`config.mk`:
```
export PLATFORM = sky130hd
export DESIGN_NAME = ysyx_bus_scheduler
export DESIGN_NICKNAME = d
export VERILOG_FILES = /design/src/rtl/ysyx_bus_scheduler.sv
export SDC_FILE = /design/constraint.sdc
export NUM_CORES = 1
export LEC_CHECK = 0
export CORE_MARGIN = 3
export CORE_UTILIZATION = 37
export CTS_CLUSTER_DIAMETER = 30
export DETAILED_ROUTE_END_ITERATION = 8
export PLACE_DENSITY = 0.75
export SLEW_MARGIN = 10
export SYNTH_ARGS = -nofsm -noshare
export SYNTH_HDL_FRONTEND = slang
export SYNTH_SLANG_ARGS = --single-unit
```
`constraint.sdc`:
```
create_clock -name clk -period 1.9 [get_ports clk]
set_input_delay 0.38 -clock clk [delete_from_list [all_inputs] [get_ports clk]]
set_output_delay 0.38 -clock clk [all_outputs]
set_load 0.02 [all_outputs]
```
`src/rtl/ysyx_bus_scheduler.sv`:
```
// Arbitrates one single-beat AXI4 master port between IFU fetches and LSU loads/stores,
// with a starvation guard for the IFU, 32->64-bit lane steering and sticky error capture.
module ysyx_bus_scheduler #(
    parameter int ADDR_W     = 32,
    parameter int STARVE_MAX = 4
) (
    input  logic              clk,
    input  logic              rst,
    input  logic              ifu_req,
    input  logic [ADDR_W-1:0] ifu_addr,
    output logic              ifu_rvalid_o,
    input  logic              lsu_req,
    input  logic              lsu_we,
    input  logic [ADDR_W-1:0] lsu_addr,
    input  logic [3:0]        lsu_strb,
    input  logic [31:0]       lsu_wdata,
    output logic              lsu_rvalid_o,
    output logic              lsu_bvalid_o,
    output logic [31:0]       rdata_o,
    output logic              err_o,
    output logic [ADDR_W-1:0] io_master_araddr,
    output logic [2:0]        io_master_arsize,
    output logic              io_master_arvalid,
    input  logic              io_master_arready,
    input  logic [63:0]       io_master_rdata,
    input  logic [1:0]        io_master_rresp,
    input  logic              io_master_rvalid,
    output logic [ADDR_W-1:0] io_master_awaddr,
    output logic [2:0]        io_master_awsize,
    output logic              io_master_awvalid,
    input  logic              io_master_awready,
    output logic [63:0]       io_master_wdata,
    output logic [7:0]        io_master_wstrb,
    output logic              io_master_wvalid,
    input  logic              io_master_wready,
    input  logic [1:0]        io_master_bresp,
    input  logic              io_master_bvalid
);
    typedef enum logic [2:0] {S_IDLE, S_AR, S_R, S_AW, S_B, S_RESP} state_t;
    localparam logic [3:0] STARVE_LIM = 4'(STARVE_MAX);

    state_t            r_state;
    logic [3:0]        r_starve;
    logic              r_is_ifu;
    logic              r_hi;
    logic              r_ifu_rvalid, r_lsu_rvalid, r_lsu_bvalid, r_err;
    logic [31:0]       r_rdata;
    logic [ADDR_W-1:0] r_araddr, r_awaddr;
    logic [2:0]        r_arsize, r_awsize;
    logic              r_arvalid, r_awvalid, r_wvalid;
    logic [63:0]       r_wdata;
    logic [7:0]        r_wstrb;

    logic              w_grant_lsu, w_grant_ifu, w_we, w_misalign;
    logic [ADDR_W-1:0] w_addr;
    logic [3:0]        w_strb;
    logic [1:0]        w_off;
    logic [7:0]        w_mask;
    logic [2:0]        w_size;
    logic [31:0]       w_wword;

    // LSU wins unless the IFU has already been passed over STARVE_MAX times in a row
    assign w_grant_lsu = lsu_req && !(ifu_req && (r_starve == STARVE_LIM));
    assign w_grant_ifu = ifu_req && !w_grant_lsu;
    assign w_addr      = w_grant_lsu ? lsu_addr : ifu_addr;
    assign w_strb      = w_grant_lsu ? lsu_strb : 4'hF;
    assign w_we        = w_grant_lsu && lsu_we;
    assign w_off       = w_addr[1:0];
    assign w_mask      = {4'b0000, w_strb} << w_off;
    assign w_misalign  = |w_mask[7:4];
    assign w_size      = (w_strb == 4'h1) ? 3'd0 : (w_strb == 4'h3) ? 3'd1 : 3'd2;
    assign w_wword     = lsu_wdata << {w_off, 3'b000};

    always_ff @(posedge clk) begin
        if (rst) begin
            r_state      <= S_IDLE;
            r_starve     <= 4'd0;
            r_is_ifu     <= 1'b0;
            r_hi         <= 1'b0;
            r_ifu_rvalid <= 1'b0;
            r_lsu_rvalid <= 1'b0;
            r_lsu_bvalid <= 1'b0;
            r_err        <= 1'b0;
            r_rdata      <= 32'd0;
            r_araddr     <= '0;
            r_awaddr     <= '0;
            r_arsize     <= 3'd0;
            r_awsize     <= 3'd0;
            r_arvalid    <= 1'b0;
            r_awvalid    <= 1'b0;
            r_wvalid     <= 1'b0;
            r_wdata      <= 64'd0;
            r_wstrb      <= 8'd0;
        end else begin
            r_ifu_rvalid <= 1'b0;
            r_lsu_rvalid <= 1'b0;
            r_lsu_bvalid <= 1'b0;
            case (r_state)
                S_IDLE: begin
                    if (w_grant_lsu || w_grant_ifu) begin
                        r_is_ifu <= w_grant_ifu;
                        r_hi     <= w_addr[2];
                        if (w_grant_ifu)
                            r_starve <= 4'd0;
                        else if (ifu_req && r_starve != STARVE_LIM)
                            r_starve <= r_starve + 4'd1;
                        if (w_misalign) begin
                            // Access would straddle the word: answer locally, never touch the bus
                            r_err   <= 1'b1;
                            r_rdata <= 32'd0;
                            r_state <= S_RESP;
                            if (w_grant_ifu)  r_ifu_rvalid <= 1'b1;
                            else if (w_we)    r_lsu_bvalid <= 1'b1;
                            else              r_lsu_rvalid <= 1'b1;
                        end else if (w_we) begin
                            r_awaddr  <= w_addr;
                            r_awsize  <= w_size;
                            r_wdata   <= {w_wword, w_wword};
                            r_wstrb   <= w_addr[2] ? {w_mask[3:0], 4'b0000} : {4'b0000, w_mask[3:0]};
                            r_awvalid <= 1'b1;
                            r_wvalid  <= 1'b1;
                            r_state   <= S_AW;
                        end else begin
                            r_araddr  <= w_addr;
                            r_arsize  <= w_size;
                            r_arvalid <= 1'b1;
                            r_state   <= S_AR;
                        end
                    end
                end
                S_AR: begin
                    if (io_master_arready) begin
                        r_arvalid <= 1'b0;
                        r_state   <= S_R;
                    end
                end
                S_R: begin
                    if (io_master_rvalid) begin
                        r_rdata <= r_hi ? io_master_rdata[63:32] : io_master_rdata[31:0];
                        if (io_master_rresp != 2'b00) r_err <= 1'b1;
                        if (r_is_ifu) r_ifu_rvalid <= 1'b1;
                        else          r_lsu_rvalid <= 1'b1;
                        r_state <= S_RESP;
                    end
                end
                S_AW: begin
                    if (io_master_awready) r_awvalid <= 1'b0;
                    if (io_master_wready)  r_wvalid  <= 1'b0;
                    if ((!r_awvalid || io_master_awready) && (!r_wvalid || io_master_wready))
                        r_state <= S_B;
                end
                S_B: begin
                    if (io_master_bvalid) begin
                        if (io_master_bresp != 2'b00) r_err <= 1'b1;
                        r_lsu_bvalid <= 1'b1;
                        r_state      <= S_RESP;
                    end
                end
                S_RESP:  r_state <= S_IDLE;
                default: r_state <= S_IDLE;
            endcase
        end
    end

    assign ifu_rvalid_o      = r_ifu_rvalid;
    assign lsu_rvalid_o      = r_lsu_rvalid;
    assign lsu_bvalid_o      = r_lsu_bvalid;
    assign rdata_o           = r_rdata;
    assign err_o             = r_err;
    assign io_master_araddr  = r_araddr;
    assign io_master_arsize  = r_arsize;
    assign io_master_arvalid = r_arvalid;
    assign io_master_awaddr  = r_awaddr;
    assign io_master_awsize  = r_awsize;
    assign io_master_awvalid = r_awvalid;
    assign io_master_wdata   = r_wdata;
    assign io_master_wstrb   = r_wstrb;
    assign io_master_wvalid  = r_wvalid;
endmodule

```
==> results of run 1 <==
[synth_stat cells (3+ instances only)]
cell type / number / area [µm²]
sky130_fd_sc_hd__nor2b_1: 3 / 18.8
sky130_fd_sc_hd__o2bb2ai_1: 32 / 280
sky130_fd_sc_hd__buf_4: 43 / 323
sky130_fd_sc_hd__nor4_1: 3 / 18.8
sky130_fd_sc_hd__a21o_1: 10 / 75.1
sky130_fd_sc_hd__a21oi_1: 76 / 380
sky130_fd_sc_hd__o21ai_0: 21 / 105
sky130_fd_sc_hd__and3_1: 18 / 113
sky130_fd_sc_hd__nand3_1: 20 / 100
sky130_fd_sc_hd__nand2_1: 36 / 135
sky130_fd_sc_hd__a2111oi_0: 13 / 114
sky130_fd_sc_hd__nand4_1: 9 / 56.3
sky130_fd_sc_hd__inv_1: 9 / 33.8
sky130_fd_sc_hd__mux2i_1: 66 / 661
sky130_fd_sc_hd__a211oi_1: 74 / 556
sky130_fd_sc_hd__o21a_1: 3 / 22.5
sky130_fd_sc_hd__a21boi_0: 8 / 60.1
sky130_fd_sc_hd__clkbuf_1: 27 / 101
sky130_fd_sc_hd__nor3_1: 4 / 20.0
sky130_fd_sc_hd__dfxtp_1: 156 / 3120
sky130_fd_sc_hd__nor2_1: 72 / 270
sky130_fd_sc_hd__buf_2: 27 / 135
sky130_fd_sc_hd__buf_1: 3 / 11.3
[power by group]
part	internal, mW	switching (mW)	total, mW
combinational	2.29	2.30	4.58
sequential	3.64	0.252	3.89
clock	1.85	1.53	3.39
total	7.78	4.08	11.9
[state kept, by name, summed over array words and instances, names as in the netlist, 3 cells and up]
name,count
io_master_araddr,32
io_master_awaddr,32
io_master_wdata,32
rdata_o,32
io_master_wstrb,8
r_starve,4
r_state,3
[per-layer routing]
layer  global-route usage (%)  wire length (µm)
met1                     30.1             11600
met2                     40.3             14300
met3                     6.86              2150
met4                     7.95               604
met5                        0                 0
[how the worst min path moves through the flow]
stage	end	slack, ps
after floorplan	r_starve[3]	470
after global placement	err_o	430
after detailed placement	err_o	440
after CTS	r_starve[3]	240
after global routing	r_starve[2]	250
final	err_o	260
[kinds of logic (layout without fill, tap and decap cells)]
family / Yosys count / count (layout) / share of synthesized area (%)
other: 1 / 4 / 0.0512
buffers and inverters: 112 / 521 / 8.51
multiplexers: 68 / 68 / 9.33
adder cells (fa/ha/maj): 2 / 2 / 0.342
flip-flops: 156 / 156 / 42.6
AND/OR/NAND/NOR: 186 / 186 / 12.7
AO/OA/AOI/OAI: 269 / 269 / 26.4
[worst max-delay path, delay by kind of cell (launching register included)]
kind / cells / cell delay [ps]
fa+ha+maj: 1 / 150
compound gates: 3 / 630
buf+inv: 3 / 360
simple gates: 2 / 410
flops: 1 / 320
[placed cells by master, fill, tap and decap left out, types with 4 or more instances in the layout]
master | synthesis | routed
sky130_fd_sc_hd__buf_4 | 43 | 83
sky130_fd_sc_hd__a211oi_2 | 1 | 45
sky130_fd_sc_hd__nand3_1 | 20 | 17
sky130_fd_sc_hd__mux2i_2 | 0 | 6
sky130_fd_sc_hd__a21o_1 | 10 | 9
sky130_fd_sc_hd__inv_2 | 2 | 4
sky130_fd_sc_hd__o21ai_1 | 1 | 7
sky130_fd_sc_hd__buf_6 | 1 | 15
sky130_fd_sc_hd__o21ai_0 | 21 | 14
sky130_fd_sc_hd__dfxtp_1 | 156 | 151
sky130_fd_sc_hd__a211oi_1 | 74 | 28
sky130_fd_sc_hd__nor2_1 | 72 | 69
sky130_fd_sc_hd__a21boi_2 | 0 | 7
sky130_fd_sc_hd__nand2_1 | 36 | 36
sky130_fd_sc_hd__mux2i_1 | 66 | 60
sky130_fd_sc_hd__nor3_1 | 4 | 4
sky130_fd_sc_hd__inv_1 | 9 | 7
sky130_fd_sc_hd__a2111oi_4 | 2 | 9
sky130_fd_sc_hd__a21oi_2 | 1 | 5
sky130_fd_sc_hd__clkbuf_16 | 0 | 23
sky130_fd_sc_hd__o2bb2ai_1 | 32 | 29
sky130_fd_sc_hd__a21oi_1 | 76 | 71
sky130_fd_sc_hd__nor2_2 | 1 | 4
sky130_fd_sc_hd__a2111oi_2 | 2 | 7
sky130_fd_sc_hd__nand4_1 | 9 | 9
sky130_fd_sc_hd__and3_1 | 18 | 17
sky130_fd_sc_hd__dfxtp_2 | 0 | 4
sky130_fd_sc_hd__buf_12 | 0 | 16
sky130_fd_sc_hd__clkdlybuf4s50_1 | 0 | 350
sky130_fd_sc_hd__inv_6 | 0 | 5
[cell type report]
type | count | area (µm²) | share of cell area (%)
antenna | 2 | 5.00 | 0.0380
inverter | 11 | 41.3 | 0.314
multi-input combinational | 527 | 4220 | 32.0
tap | 260 | 325 | 2.47
clock inverter | 15 | 155 | 1.18
sequential | 156 | 3130 | 23.8
timing repair buffer | 478 | 4870 | 37.0
clock buffer | 17 | 425 | 3.23
[stage by stage]
stage               std cells  hold slack, ps  util, %  setup TNS, ps
floorplan                 795             467        -              0
global placement         1412             433     61.0         -63390
detailed placement       1412             438     61.0         -69280
CTS                      1447             240     65.1           -261
global route             1466             253     69.0          -5680
finish                   1466             260     69.0           -837
[repair_timing]
item | 4_1_cts | 5_1_grt
pin swaps | 10 | 25
cloned | 1 | 9
endpoints found under the setup margin | 107 | 132
buffers inserted | 2 | 8
resized for setup | 51 | 106
==> results, run 1 <==
- The count of pins over their slew limit is 0.
- The total number of H-tree levels is 4.
- In this run, CTS created clock tree buffers numbering 17.
- The predominant post-synthesis flop cell is sky130_fd_sc_hd__dfxtp_1.
- For this run, the top clock speed supported by timing is between 0.5 and 0.6 GHz.
- In this design, the stage delay of the slowest critical-path cell is around 370 ps.
- Of the cells placed in the final design, the portion with a size suffix greater than 1 is 23.5%.
- The maximum fanout count along the critical path is 16.
- The number of global-route vias before repair is roughly 7600.
- STA classifies the critical path startpoint as a register.
- The launch point of the worst path is r_starve[1].
- The number of violations of the max-capacitance limit is 0.
- The cell leakage power is ~4.8 nW.
- The highest-delay cell along the critical path is sky130_fd_sc_hd__a2111oi_2.
- Traced cell by cell, the critical path runs through inv_2 -> ha_4 -> and4b_2 -> o21ai_4 -> buf_12 -> buf_16 -> a21boi_2 -> nor2_2 -> a2111oi_2.
- The full die area is 0.0215 mm².
- The wire length of the first global-routing pass is ~42000 µm.
- For the final database, setup skew stands at 11.0 ps.
- The power after layout is approximately 12 mW.
- The first-iteration detailed-routing DRC count is ~430.
- Setup violations remaining at the end of the flow were counted as 38.
- The power density over cell area is 901 mW/mm².
- Counting instances, the worst hold path has a depth of 2.
- The worst register-to-register path has a setup slack of -80 ps.
- The startpoint identified for the worst hold timing path is rst.
- Clock-pin slew was measured on the worst setup and hold paths at ~70 ps.
- By startpoint and endpoint, the worst setup path is classified as reg -> reg.
- Of all flip-flops after synthesis, the portion carrying an async set or reset was 0%.
- The vertical die dimension is between 100 and 150 µm.
- The number of cell instances on the worst register-to-register path is 9.
- Entering global routing, the biggest net connects 59 pins.
- CTS placed an instance of sky130_fd_sc_hd__clkbuf_16 at the clock tree root.
- Once placement finished, the instance area stood at roughly 0.012 mm².
- During placement, the flow inserted port buffers numbering roughly 360.
- The capturing point of the worst reg2reg path is io_master_wdata[62].
- In the final routed layout, each cell accounts on average for ~20 µm.
- The number of sinks driven by the clock tree is approximately 160.
- Counting flops with a built-in enable in the synthesized netlist gives 0.
- The data required time at the worst endpoint is roughly 2200 ps.
- The number of detailed-route iterations in the first pass is 5.
- The worst register-to-register path begins at r_starve[1].
- The kind of path behind the tightest hold check is in -> reg.
- The pre-CTS setup slack is -551 ps.
- Using the TritonRoute via totals, the vias-per-cell ratio works out to between 5 and 6.
- The filler cells instantiated in the layout total roughly 1500.
- Setup repair after global routing could not meet its margin everywhere.
- The capture point of the worst path is io_master_wdata[62].
- The number of storage elements in the synthesis netlist is 156.
- Summed over all nets, the half-perimeter wirelength after detailed placement is around 20000 µm.
- Setup slack on the critical path of the routed design comes to -81.1 ps.
- The post-synthesis sequential area ratio is 42.6%.
- From left edge to right edge, the die measures approximately 150 µm.
- In this run the remaining antenna-violating nets after routing total 0.
- The cell area after layout is between 0.01 and 0.015 mm².
- The final critical-path required period is about 2000 ps.
- For this configuration, the core starts out at a cell density of roughly two fifths.
- The clock latency on the worst-skew pair is 420 ps.
- The area growth from synthesis to layout is 79.8%.
- The normalized max-slew margin is approximately 50%.
- The post-synthesis cell type count is 69.
- The final layout contains routed wiring with a total length of between 20000 and 30000 µm.
- For this run, the post-layout net count is ~1400.
- The checks that failed: negative setup slack.
- The initial antenna violation count came to 2.
- The global-route usage over all layers is around 24%.
- STA classifies the critical path endpoint as a register.
- In this run, post-CTS hold repair placed 0 buffers.
- Summing over every cut layer, the via total after detailed routing is just under 8000.
- After global routing the overflow that remains totals 0.
- The flow ran to the end, but the final reports show violations.
- In the routed design, unresolved DRC markers number 0.
- The data arrival time of the worst path is around 2300 ps.
- After floorplanning, the core was sized to cover 0.0191 mm².
- The cell area after synthesis is roughly 0.0073 mm².
- Routability-driven placement finished with a final weighted congestion of 0.898.
- The number of synthesis warnings is 0.
- The synthesized netlist cell count is between 700 and 800.
- 359 I/O pins were placed.
- TritonCTS built the clock tree.
- The worst supply voltage drop on vdd is around 0.6 mV.
- The worst path uses 104% of the clock period.
- The longest clock path from root to sink contains 2 buffers.
- The transition time at the pin with the least slew margin is ~770 ps.
- After floorplanning, the core was divided into 50 placement rows.
- The final hold violation count came to 0.
- The mean instance size in the synthesized netlist is 9.22 µm².
No activity file was read; power rests on OpenSTA's default activity.
==> inputs of run 2 (changes only) <==
--- a/config.mk
+++ b/config.mk
@@ -10,6 +10,7 @@
 export CTS_CLUSTER_DIAMETER = 30
 export DETAILED_ROUTE_END_ITERATION = 8
 export PLACE_DENSITY = 0.75
+export RECOVER_POWER = 100
 export SLEW_MARGIN = 10
 export SYNTH_ARGS = -nofsm -noshare
 export SYNTH_HDL_FRONTEND = slang
==> run 2 against run 1 <==
  * The run still ends with negative setup slack left
  * Via count grew 0.41%
  * Critical endpoint unchanged
  * Global-route usage is the same
  * Sequential power is essentially flat
  * Critical path depth is the same
  * Clock power is essentially flat
  * First-iteration DRC count shrank 8.7%
  * Critical path type unchanged
  * Largest power group unchanged
==> results, run 2 (synthesized netlist as in run 1, its figures left out) <==
- The placer's final routability congestion estimate is approximately 0.90.
- The initial cell density of the core is between 30% and 40%.
- The data required time at the worst endpoint is between 2000 and 2500 ps.
- Setup repair after global routing could not meet its margin everywhere.
- The count of pins over their slew limit came to 0.
- The H-tree was split into 4 levels.
- The setup violation total in the final timing report is 22.
- In the routed layout, each cell is associated on average with a via count of 5.33.
- The setup slack of the critical path after layout is -85.1 ps.
- Based on the critical path, the design can be clocked at up to 0.504 GHz.
- The number of violations of the max-capacitance limit is 0.
- The finished layout holds between 1000 and 1500 standard cells, fillers aside.
- The first-iteration detailed-routing DRC count is slightly below 400.
- The final critical-path share of the clock period is 104%.
- STA classifies the critical path endpoint as a register.
- Clock-pin slew was measured on the worst setup and hold paths at 70 ps.
- The worst setup path is of the reg -> reg kind.
- After legalization and detailed placement, the total HPWL measured between 15000 and 20000 µm.
- The number of detailed-route iterations in the first pass is 4.
- With fillers left out, the area of the finished cells amounts to 0.0131 mm².
- In this run the cell area measured after placement is approximately 0.012 mm².
- The number of buffers added by the clock tree synthesis step is 17.
- On the final layout, the worst hold slack is around 270 ps.
- In this run the worst path has a maximum fanout of 16.
- The final reports fail on negative setup slack.
- The core utilization of the finished layout is 68.6%.
- Of the cells placed in the final design, the portion with a size suffix greater than 1 is between 20% and 30%.
- The clock tree from TritonCTS is yes.
- The global-route usage over all layers is between 20% and 30%.
- Global routing consumed, on the met2 layer, roughly 40% of the routing resources.
- The count of input and output buffers is roughly 360.
- The library cells used most frequently in the layout, excluding fill and tap cells, are sky130_fd_sc_hd__clkdlybuf4s50_1, sky130_fd_sc_hd__dfxtp_1, sky130_fd_sc_hd__buf_4.
- The number of nets in the layout is roughly 1400.
- The initial antenna violation count is 2.
- Compared with the post-synthesis result, the final layout area differs by 78.7%.
- At the later pin of the worst-skew pair, clock insertion delay measures ~420 ps.
- For the final routed database, the setup TNS stands at -615 ps.
- The final hold violation count is 0.
- The number of vias after detailed routing is around 8000.
- Wires add up to 28600 µm.
- The min-delay analysis places its worst path in the category in -> reg.
- The run finished, with violations left.
- Counting tap cells, the placed design contains a total of about 1400 instances.
- The worst clock skew is ~11 ps.
- The pre-CTS setup slack is -551 ps.
- The initialized floorplan defines 50 standard-cell rows.
- The most common cell after layout, fill and taps aside is sky130_fd_sc_hd__clkdlybuf4s50_1.
- The post-route antenna net violation count is 0.
- Summing internal, switching and leakage power gives 11.8 mW.
- The number of global-route vias before repair was 7590.
- The DRC violation count after routing is 0.
- The normalized max-slew margin is 48.8%.
- The maximum number of pins on one net before global-route repair is 59.
- The global route total overflow is 0.
- The final critical-path required period is between 1500 and 2000 ps.
- In this run the vertical extent of the chip is roughly 150 µm.
- The met1 layer usage reported by global route is between 30 and 40%.
- The total area inside the core boundary comes to approximately 0.019 mm².
- Clock tree synthesis found a total of around 160 sinks.
- The die covers about 0.022 mm².
- The type of element launching the critical path is a register.
- The cts-stage hold buffer count is 0.
- The first global-routing pass estimated roughly 42000 µm of wire.
- The transition time at the pin with the least slew margin is between 700 and 800 ps.
- The final routed wire length divided by cell count is between 15 and 20 µm.
- No sink is reached through more buffers than the 2 on the longest clock path.
- The most used routing layer is met2.
- The cell leakage power is just under 5 nW.
- Global routing used 6.86% of the available met3 tracks.
- Dividing total power by cell area gives a power density of 899 mW/mm².
- The x dimension of the die is between 100 and 150 µm.
- The data arrival time of the worst path is 2300 ps.
- Across the VDD grid, the largest voltage drop is 0.599 mV.
- The clock root buffer is sky130_fd_sc_hd__clkbuf_16.
- In this run the count of I/O pins placed on the die edge is 359.
run 2: worst paths after layout:
path               startpoint                   to  slack (ps)  cells after the start
setup / recovery  r_starve[1]  io_master_wdata[62]         -90                      9
hold / removal            rst          r_starve[3]         270                      2
setup reg to reg  r_starve[1]  io_master_wdata[62]         -90                      9
hold reg to reg         err_o                err_o         440                      2
run 2: layout make-up:
class	count	area [µm²]
antenna	2	5.00
clock buffer	17	425
clock inverter	15	155
fill	1498	5990
inverter	11	41.3
multi-input combinational	527	4200
sequential	156	3130
tap	260	325
timing repair buffer	478	4800
run 2: per-layer routing:
metal / vias to the layer above / part of all wire (%)
li1: 3710 / -
met1: 3750 / 41
met2: 306 / 50
met3: 41 / 7.6
met4: 0 / 2.2
met5: - / 0
run 2: critical path: stages (launching register included):
cell                        delay, ps
sky130_fd_sc_hd__dfxtp_2          320
sky130_fd_sc_hd__inv_2             60
sky130_fd_sc_hd__ha_4             140
sky130_fd_sc_hd__and4b_2          330
sky130_fd_sc_hd__o21ai_4          100
sky130_fd_sc_hd__buf_12           150
sky130_fd_sc_hd__buf_16           150
sky130_fd_sc_hd__a21boi_2         180
sky130_fd_sc_hd__nor2_2            80
sky130_fd_sc_hd__a2111oi_2        370
run 2: where the power goes:
group	leakage (nW)	switching (mW)	internal, mW
Sequential	1.27	0.246	3.64
Clock	0.282	1.53	1.85
Combinational	3.28	2.29	2.20
run 2: what timing repair did:
action	in CTS	in global routing
resized for setup	51	106
buffers inserted	2	8
setup endpoints to repair	107	132
pin swaps	10	25
cloned	1	9
==> inputs of run 3 (changes only) <==
--- a/config.mk
+++ b/config.mk
@@ -7,11 +7,10 @@
 export LEC_CHECK = 0
 export CORE_MARGIN = 3
 export CORE_UTILIZATION = 37
-export CTS_CLUSTER_DIAMETER = 30
 export DETAILED_ROUTE_END_ITERATION = 8
 export PLACE_DENSITY = 0.75
 export RECOVER_POWER = 100
-export SLEW_MARGIN = 10
+export SLEW_MARGIN = 20
 export SYNTH_ARGS = -nofsm -noshare
 export SYNTH_HDL_FRONTEND = slang
 export SYNTH_SLANG_ARGS = --single-unit
==> results of run 3 <==
Same layout as run 2: the final DEF is identical, and so are final timing and power.
